===== src/rtl/adder_result_merge.sv =====
// Merges small- and large-adder results into one in-order, path-tagged stream
// through a show-ahead FIFO with round-robin arbitration between the paths.
module adder_result_merge #(
    parameter int DEPTH = 4,
    parameter int CW    = 16
) (
    input  logic                       clk,
    input  logic                       rst_n,
    input  logic                       s_valid,
    input  logic [3:0]                 s_sum,
    input  logic                       s_cout,
    output logic                       s_ready,
    input  logic                       l_valid,
    input  logic [7:0]                 l_sum,
    input  logic                       l_cout,
    output logic                       l_ready,
    output logic                       out_valid,
    input  logic                       out_ready,
    output logic [8:0]                 out_sum,
    output logic                       out_path,
    output logic [$clog2(DEPTH):0]     level,
    output logic [CW-1:0]              s_count,
    output logic [CW-1:0]              l_count
);
    localparam int AW = $clog2(DEPTH);

    logic [8:0]    mem_sum  [DEPTH];
    logic          mem_path [DEPTH];
    logic [AW-1:0] wr_ptr, rd_ptr;
    logic          rr;
    logic          full, wr_s, wr_l, wr, pop;
    logic [8:0]    wr_sum;

    assign full      = (level == (AW+1)'(DEPTH));
    // rr=0 favours small, rr=1 favours large; only matters when both request
    assign s_ready   = !full && (!l_valid || !rr);
    assign l_ready   = !full && (!s_valid ||  rr);
    assign wr_s      = s_valid && s_ready;
    assign wr_l      = l_valid && l_ready;
    assign wr        = wr_s || wr_l;
    assign wr_sum    = wr_l ? {l_cout, l_sum} : {4'b0, s_cout, s_sum};
    assign out_valid = (level != '0);
    assign pop       = out_valid && out_ready;
    assign out_sum   = mem_sum[rd_ptr];
    assign out_path  = mem_path[rd_ptr];

    // Storage carries no reset; validity is tracked by level alone
    always_ff @(posedge clk) begin
        if (wr) begin
            mem_sum[wr_ptr]  <= wr_sum;
            mem_path[wr_ptr] <= wr_l;
        end
    end

    always_ff @(posedge clk or negedge rst_n) begin
        if (!rst_n) begin
            wr_ptr  <= '0;
            rd_ptr  <= '0;
            level   <= '0;
            rr      <= 1'b0;
            s_count <= '0;
            l_count <= '0;
        end else begin
            if (wr)  wr_ptr <= wr_ptr + AW'(1);
            if (pop) rd_ptr <= rd_ptr + AW'(1);
            if (wr && !pop)      level <= level + (AW+1)'(1);
            else if (!wr && pop) level <= level - (AW+1)'(1);
            if (wr_s) begin
                rr      <= 1'b1;
                s_count <= s_count + CW'(1);
            end else if (wr_l) begin
                rr      <= 1'b0;
                l_count <= l_count + CW'(1);
            end
        end
    end
endmodule

===== config.mk =====
export PLATFORM = sky130hd
export DESIGN_NAME = adder_result_merge
export DESIGN_NICKNAME = d
export VERILOG_FILES = /design/src/rtl/adder_result_merge.sv
export SDC_FILE = /design/constraint.sdc
export NUM_CORES = 1
export LEC_CHECK = 0
export ABC_AREA = 1
export BUFFER_PORTS_ARGS = -buffer_cell sky130_fd_sc_hd__buf_2
export CAP_MARGIN = 30
export CORE_MARGIN = 2
export CORE_UTILIZATION = 60
export DETAILED_ROUTE_END_ITERATION = 8
export PLACE_DENSITY = 0.85
export REMOVE_ABC_BUFFERS = 1
export SYNTH_ARGS = -nofsm -noshare
export SYNTH_HDL_FRONTEND = slang
export SYNTH_SLANG_ARGS = --single-unit

===== constraint.sdc =====
create_clock -name clk -period 6 [get_ports clk]
set_clock_uncertainty 0.2 [all_clocks]
set_input_delay 1.2 -clock clk [delete_from_list [all_inputs] [get_ports clk]]
set_output_delay 1.2 -clock clk [all_outputs]
set_load 0.02 [all_outputs]

**Yosys cells after proc, flatten, opt, wreduce, memory -nomap -nowiden**

Memories as Yosys holds them, arrays and structs flattened.
Cells that the tools add are included.

- Logic and storage cells: 43
- RAM bits: 40
- Memories kept: 2
- Register bits: 40
- Bits of input ports: 19
- Output and inout bits: 48

- Reduce and logical (&&, ||, !) cells: 20
- Bitwise logic cells: 1
- Multiplexer cells: 7
- Equal/unequal tests: 1
- Add/subtract/negate cells: 6

Memories:

| name | words | bits a word | read ports | clocked after memory_dff | write ports | RTL line | text |
|---|---|---|---|---|---|---|---|
| mem_sum | 4 | 9 | 1 | 0 | 1 | 27 | `logic [8:0] mem_sum [DEPTH];` |
| mem_path | 4 | 1 | 1 | 0 | 1 | 28 | `logic mem_path [DEPTH];` |

Operators by type and width:

| operator | number |
|---|---|
| 16-bit by 1-bit adder with 16-bit output, second input constant | 2 |
| 9-bit 2-to-1 mux | 1 |
| 1-bit logical AND | 7 |
| 1-bit logical NOT | 6 |
| 3-bit 2-to-1 mux | 2 |
| 2-bit by 1-bit adder with 2-bit output, second input constant | 2 |
| 1-bit 2-to-1 mux | 4 |
| 2-bit nonzero test | 2 |
| 3-bit by 1-bit adder with 3-bit output, second input constant | 1 |
| 3-bit == test, second input constant | 1 |
| 1-bit logical OR | 3 |
| 3-bit nonzero test | 1 |
| 3-bit by 1-bit subtractor with 3-bit output, second input constant | 1 |
| 2-bit AND reduction | 1 |
| 1-bit inverter | 1 |

**Longest topological paths before layout**

Gate-level depths: netlist of the first run.

- Word-level depth: 9
- Depth in mapped cells: 11

**Worst setup path before layout of the first run**

OpenSTA, ideal clock, no wires.

- Kind: input to register
- Start: input s_valid
- End: register level[2]
- Arrival time: 2576 ps
- Stages: 10
- Path slack: 3093 ps
- Library setup time: 131 ps
- Path through: nand2_1 nand3_4 buf_12 nand2_4 ha_1 inv_1 fa_1 a21oi_1 o21ai_0 xor2_1

- Longest elaborated chain between the ends: 8

RTL lines:

| element | RTL line | text |
|---|---|---|
| start, declared | 9 | `input logic s_valid,` |
| 1-bit logical NOT | 37 | `assign l_ready = !full && (!s_valid \|\| rr);` |
| 1-bit logical OR | 37 |  |
| 1-bit logical AND | 37 |  |
| 1-bit logical AND | 39 | `assign wr_l = l_valid && l_ready;` |
| 1-bit logical OR * | 40 | `assign wr = wr_s \|\| wr_l;` |
| named net wr | 31 | `logic full, wr_s, wr_l, wr, pop;` |
| 1-bit logical NOT | 67 | `else if (!wr && pop) level <= level - (AW+1)'(1);` |
| 1-bit logical AND | 67 |  |
| 2-bit nonzero test (no source line) | n/a |  |
| end signal, assigned | 66 | `if (wr && !pop) level <= level + (AW+1)'(1);` |
| end signal, assigned | 67 |  |
| end, declared | 21 | `output logic [$clog2(DEPTH):0] level,` |

Mark *: on every way through the listed nets, which the timed path passes. The rest lies on a longest branch.
A chain may end at the register's enable or synchronous reset.

**Worst setup path after layout of the first run**

- Start: register rd_ptr[0]
- End: output out_path

- Longest elaborated chain between the ends: 1

RTL lines:

| element | RTL line | text |
|---|---|---|
| start, declared | 29 | `logic [AW-1:0] wr_ptr, rd_ptr;` |
| start signal, assigned | 65 | `if (pop) rd_ptr <= rd_ptr + AW'(1);` |
| memory 4 x 1 bit | n/a |  |
| end, declared | 20 | `output logic out_path,` |

Every way passes these cells.

==> results of run 1 <==
## where the power goes
group / internal, uW / total [uW] / leakage (uW) / switching (uW)
registers: 749 / 870 / 0.000896 / 121
clock network: 319 / 507 / 0.000126 / 188
logic: 231 / 721 / 0.00106 / 489
## registers in the layout, summed over array words and instances (netlist names)
signal	flops
mem_sum	36
l_count	16
s_count	16
mem_path	4
level	3
rd_ptr	2
wr_ptr	2
rr	1
## layer usage
metal,vias up,GRT usage (%),wire (um)
met4,0,7.750,72
met3,9,6.064,418
met2,79,38.12,3744
met1,1319,28.42,3221
li1,1365,-,-
met5,-,0,0
## cell type report
type                            count  area (um2)
Sequential cell                    80        2202
Fill cell                         431        1605
Multi-Input combinational cell    255        1356
Timing Repair Buffer               66       330.3
Clock inverter                      7       143.9
Inverter                           36       135.1
Clock buffer                        9       123.9
Tap cell                           75       93.84
## final timing paths
kind | slack [ps] | depth (start not counted) | start | endpoint
worst max register to register | 3440 | 6 | level[0] | mem_sum[2][8]
worst max-delay path | 2370 | 4 | rd_ptr[0] | out_path
min in group asynchronous | 770 | 1 | rst_n | s_count[6]
worst min register to register | 300 | 2 | s_count[15] | s_count[15]
max in group asynchronous | 4250 | 1 | rst_n | l_count[7]
worst min-delay path | 300 | 2 | s_count[15] | s_count[15]
## worst min-delay path, cell delays in order, from the launching register on
cell and delay (ps):
dfrtp_1 360, nand2_1 60, nand2_1 50
## synth_stat cells, types with 7 or more instances
cell      number  area share [%]
dfrtp_1       40              27
edfxtp_1      40              32
ha_1           7             2.3
inv_1         35             3.5
nand2_1      106              11
nand3_1        8             1.1
nand3b_1      10             2.0
nor2_1        49             4.9
o21ai_0       21             2.8
o22ai_1       10             1.7
xor2_1        16             3.7
## metrics by stage
stage | hold slack [ps] | utilization [%]
3_5_place_dp | 279.1 | 68.73
4_1_cts | 296.2 | 73.20
5_1_grt | 329.2 | 73.20
3_3_place_gp | 277.9 | 68.73
6_report | 296.7 | 73.20
2_1_floorplan | 293.6 | -
## logic make-up (layout without fill, tap and decap cells)
kind of cell | after synthesis | in the layout | share of synthesized area [%]
and+or+nand+nor | 190 | 190 | 23.01
DFF | 80 | 80 | 58.51
buffers and inverters | 45 | 118 | 5.452
AOI/OAI and AO/OA | 35 | 35 | 4.987
xor gates and xnor gates | 21 | 21 | 4.887
adders and majority gates | 8 | 8 | 2.859
muxes | 1 | 1 | 0.2992
==> impl_results.md, run 1 <==
- Area of the die: 6922 um2
- Number of iterations in the first detailed-routing pass: 5
- Critical-path top delay cell: dfrtp_1
- Hold Vio Cnt, Final: 0
- Seq cells post-synth: 80
- Max-slew violation count: 0
- Max clock buf depth: 2
- Power per standard cell area: 478.5 nW/um2
- Top fanout value on the critical path: 22
- CORE AREA: 5991 um2
- Share of post-route cells with drive strength above 1: 21.41%
- Total power: 2098 uW
- Count of vias placed by the detailed router: 2772
- Post-synthesis instance area: 3764 um2
- Width of the die: 83.20 um
- Total CTS buffers: 9
- Synth Instances: 380
- Number of global-route vias before repair: 2707
- Deepest level of the CTS H-tree: 3
- Placer congestion estimate: 0.8383
- Ratio of routed vias to standard cells: 5.250
- Cells resized by post-CTS repair: 0
- Worst endpoint data arrival time: 2230 ps
- DP Area: 4118 um2
- Number of enable-type register cells in the synthesized netlist: 40
- Max Clk Rate: 0.2755 GHz
- Endpoint kind of the worst setup timing path: output port
- Slack of the critical path: 2371 ps
- Min Tclk post-route: 3629 ps
- Sum Neg Setup Slack: 0 ps
- Clock latency on the worst-skew pair: 340 ps
- Buffers & Inverters on Critical Path: 2
- Slew at the pin closest to its max-slew limit: 963.8 ps
- DRC Markers: 0
- Final net count: 475
- Top cell family by delay on the critical path: flip-flops
- Unrepaired setup endpoints after global routing: false
- CP cell instances: inv_1 -> o21ai_0 -> o22ai_1 -> buf_2
- Estimated wirelength of the detail-placed design: 5.308 mm
- Number of buffers inserted by port buffering: 66
- Area growth syn-to-layout: 16.52%
- Share of the clock period used by the worst path: 60.49%
- Num Clock Sinks: 80
- Classification of the worst-slack hold path: flop to flop
- Count of buffers added by post-CTS timing repair for setup: 0
- Number of antenna violations at the first check in global routing: 0
- Number of rows created at floorplan: 28
- Slew HR: 35.51%
- Commonest non-fill, non-tap cells in the layout: 106 x nand2_1, 66 x buf_2, 49 x nor2_1, 40 x dfrtp_1, 40 x edfxtp_1
- Total wire length after detailed routing: 7.456 mm
- Leakage power total: 0.002080 uW
- Final Setup Violations: 0
- Count of max-cap constraint violations: 0
- Global route total overflow: 0
- TritonCTS clock tree: yes
- Initial core utilization: 62.82%
- Number of buffers inserted for hold repair after clock tree synthesis: 0
- Cells after DPL: 512
- Maximum number of pins on one net before global-route repair: 41
- Worst path max stage delay: 730 ps
- Root Buffer Master: clkbuf_8
- Most instantiated flip-flop cell in the synthesis netlist: edfxtp_1
- Initial DRC count: 134
- Number of warnings printed during yosys synthesis: 0
- Count of nets left with antenna violations after detail routing: 0
- Ant. Diodes: 0
- Outcome: finished, final reports clean
- Non-Filler Cell Area, Final: 4385 um2
- Routed len/inst: 14.12 um
- Final standard cell count with taps included and fillers excluded: 528
- Worst supply voltage drop on vdd: 0.2853 mV
- Number of distinct standard cells referenced by the synthesized netlist: 29
- Commonest non-fill, non-tap cell in the layout: nand2_1
- Avg Inst Size Synth: 9.904 um2
- Setup Crit Path Kind: flop to output port
- Post-synthesis sequential area ratio: 58.51%
- Overall fraction of global-route tracks in use: 22.64%
- Worst setup SP type: flop
- Share of synthesized registers carrying an async set or reset: 50.00%
- Die H: 83.20 um
- Critical path required time: 4600 ps
- I/O pin count: 67
- Pre-CTS worst setup slack: 2584 ps
- First-pass GRT wire length: 12.49 mm
- Clock slew at the register clock pins of the worst setup and hold paths: 80 ps
Power figures use the tool's default switching activity.
==> run 2, diff against run 1 <==
CORE_UTILIZATION = 56   (was 60)
PLACE_DENSITY = 0.8   (was 0.85)
clock period = 3.6 ns   (was 6 ns; I/O delays follow)
==> impl_results.md, run 2 (same netlist as run 1, synthesis figures left out) <==
- Die H: 85.98 um (was 83.20 um)
- Area of the die: 7393 um2 (was 6922 um2)
- Count of buffers added by post-CTS timing repair for setup: 0 (unchanged)
- Width of the die: 85.98 um (was 83.20 um)
- Worst endpoint data arrival time: 2150 ps (was 2230 ps)
- Power share of the clock group: 20.9% (was 24.2%)
- Number of buffers inserted by port buffering: 66 (unchanged)
- Estimated wirelength of the detail-placed design: 5.024 mm (was 5.308 mm)
- Total wire length after detailed routing: 7.160 mm (was 7.456 mm)
- First-pass GRT wire length: 12.11 mm (was 12.49 mm)
- I/O pin count: 67 (unchanged)
- Area growth syn-to-layout: 15.92% (was 16.52%)
- Ratio of routed vias to standard cells: 5.155 (was 5.250)
- Number of antenna violations at the first check in global routing: 0 (unchanged)
- Num Clock Sinks: 80 (unchanged)
- Commonest non-fill, non-tap cells in the layout: 106 x nand2_1, 66 x buf_2, 49 x nor2_1, 40 x dfrtp_1, 40 x edfxtp_1 (unchanged)
- Share of total power consumed by net switching: 39.34% (was 38.07%)
- Count of max-cap constraint violations: 0 (unchanged)
- TritonCTS clock tree: yes (unchanged)
- Setup Crit Path Kind: flop to output port (unchanged)
- Max Clk Rate: 0.3257 GHz
- Overall fraction of global-route tracks in use: 21.19% (was 22.64%)
- Critical path required time: 2680 ps (was 4600 ps)
- Endpoint kind of the worst setup timing path: output port (unchanged)
- Deepest level of the CTS H-tree: 3 (unchanged)
- Slew HR: 41.86% (was 35.51%)
- Leakage power total: 0.002079 uW (was 0.002080 uW)
- Clock latency on the worst-skew pair: 350 ps (was 340 ps)
- Count of nets left with antenna violations after detail routing: 0 (unchanged)
- Total CTS buffers: 9 (unchanged)
- Unrepaired setup endpoints after global routing: false (unchanged)
- Ant. Diodes: 0 (unchanged)
- Total power: 3362 uW (was 2098 uW)
- Power per standard cell area: 770.5 nW/um2 (was 478.5 nW/um2)
- Share of the clock period used by the worst path: 85.28%
- Hold Vio Cnt, Final: 0 (unchanged)
- Final Setup Violations: 0 (unchanged)
- Sequential cell fraction of total power: 42.9% (was 41.5%)
- Classification of the worst-slack hold path: input pin to async pin (was flop to flop)
- Max-slew violation count: 0 (unchanged)
- Root Buffer Master: clkbuf_8 (unchanged)
- Power share of the combinational group: 36.2% (was 34.3%)
- Number of buffers inserted for hold repair after clock tree synthesis: 0 (unchanged)
- Count of vias placed by the detailed router: 2753 (was 2772)
- Global route total overflow: 0 (unchanged)
- Initial DRC count: 151 (was 134)
- Sum Neg Setup Slack: 0 ps (unchanged)
- Max clock buf depth: 2 (unchanged)
- CORE AREA: 6422 um2 (was 5991 um2)
- Worst supply voltage drop on vdd: 0.4180 mV (was 0.2853 mV)
- Final net count: 479 (was 475)
- Number of rows created at floorplan: 29 (was 28)
- Number of iterations in the first detailed-routing pass: 4 (was 5)
- Top flop regs: mem_sum x36, l_count x16, s_count x16 (unchanged)
- Outcome: finished, final reports clean (unchanged)
- Min Tclk post-route: 3070 ps
- Flip-flop count of the largest register, all copies and words added: 36 (unchanged)
- Top fanout value on the critical path: 22 (unchanged)
- Placer congestion estimate: 0.7894 (was 0.8383)
- Total net switching power: 1322 uW (was 798.8 uW)
- Maximum number of pins on one net before global-route repair: 41 (unchanged)
- Clock slew at the register clock pins of the worst setup and hold paths: 80 ps (about the same)
- Slew at the pin closest to its max-slew limit: 872.2 ps (was 963.8 ps)
- Cells resized by post-CTS repair: 0 (unchanged)
- Worst setup SP type: flop (unchanged)
- Routed len/inst: 13.41 um (was 14.12 um)
- Register containing the most flip-flops in the final layout: mem_sum (unchanged)
- Initial core utilization: 58.60% (was 62.82%)
- Number of global-route vias before repair: 2668 (was 2707)
- Share of post-route cells with drive strength above 1: 21.66% (was 21.41%)
- DRC Markers: 0 (unchanged)
- Commonest non-fill, non-tap cell in the layout: nand2_1 (unchanged)
- Pint: 2039 uW (was 1299 uW)
-- run 2: path summary, 6_finish.rpt --
check / from / end / slack (ps) / cells past startpoint
max in group asynchronous: rst_n / s_count[5] / 2360 / 1
hold / removal: rst_n / l_count[11] / 280 / 1
setup reg to reg: level[0] / level[2] / 1130 / 10
min in group clk: l_count[15] / l_count[15] / 290 / 2
hold reg to reg: l_count[15] / l_count[15] / 290 / 2
setup / recovery: rd_ptr[0] / out_sum[8] / 530 / 4
-- run 2: per-stage QoR --
stage	utilization (%)	setup WS, ps	hold WS [ps]	area, um2	std cells
floorplan	-	1109	224.4	3694	371
global placement	64.62	827.3	261.1	4150	518
detailed placement	64.62	790.0	275.8	4150	518
CTS	67.93	519.3	291.0	4363	534
global route	67.93	366.8	303.0	4363	534
finish	67.93	529.9	282.1	4363	534
-- run 2: critical path, cell delays in order (launching register included) --
cell,delay (ps)
dfrtp_1,760
inv_1,480
o21ai_0,290
o22ai_1,110
buf_2,170
-- run 2: layer usage --
metal | part of all wire, % | wire length (um) | vias up | global-route usage [%]
met5 | 0 | 0 | - | 0
met4 | 2.0 | 140 | 0 | 8.802
met3 | 5.1 | 367 | 12 | 5.005
met2 | 49 | 3476 | 67 | 34.60
met1 | 44 | 3175 | 1305 | 27.26
li1 | - | - | 1369 | -
-- run 2: area by class of cell --
class                      count  area [um2]
clock buffer                  10       127.6
clock inverter                 6       85.08
fill                         502        2059
inverter                      36       135.1
multi-input combinational    255        1356
sequential                    80        2202
tap                           77       96.34
timing repair buffer          70       360.3
-- run 2: power groups by stage --
| stage | logic, uW | registers, uW | clock network [uW] |
|---|---|---|---|
| after CTS | 1230 | 1440 | 716 |
| after floorplan | 732 | 1510 | 0 |
| final | 1220 | 1440 | 702 |
| after detailed placement | 1220 | 1460 | 0 |
| after global placement | 1190 | 1450 | 0 |
| after global routing | 1350 | 1470 | 762 |
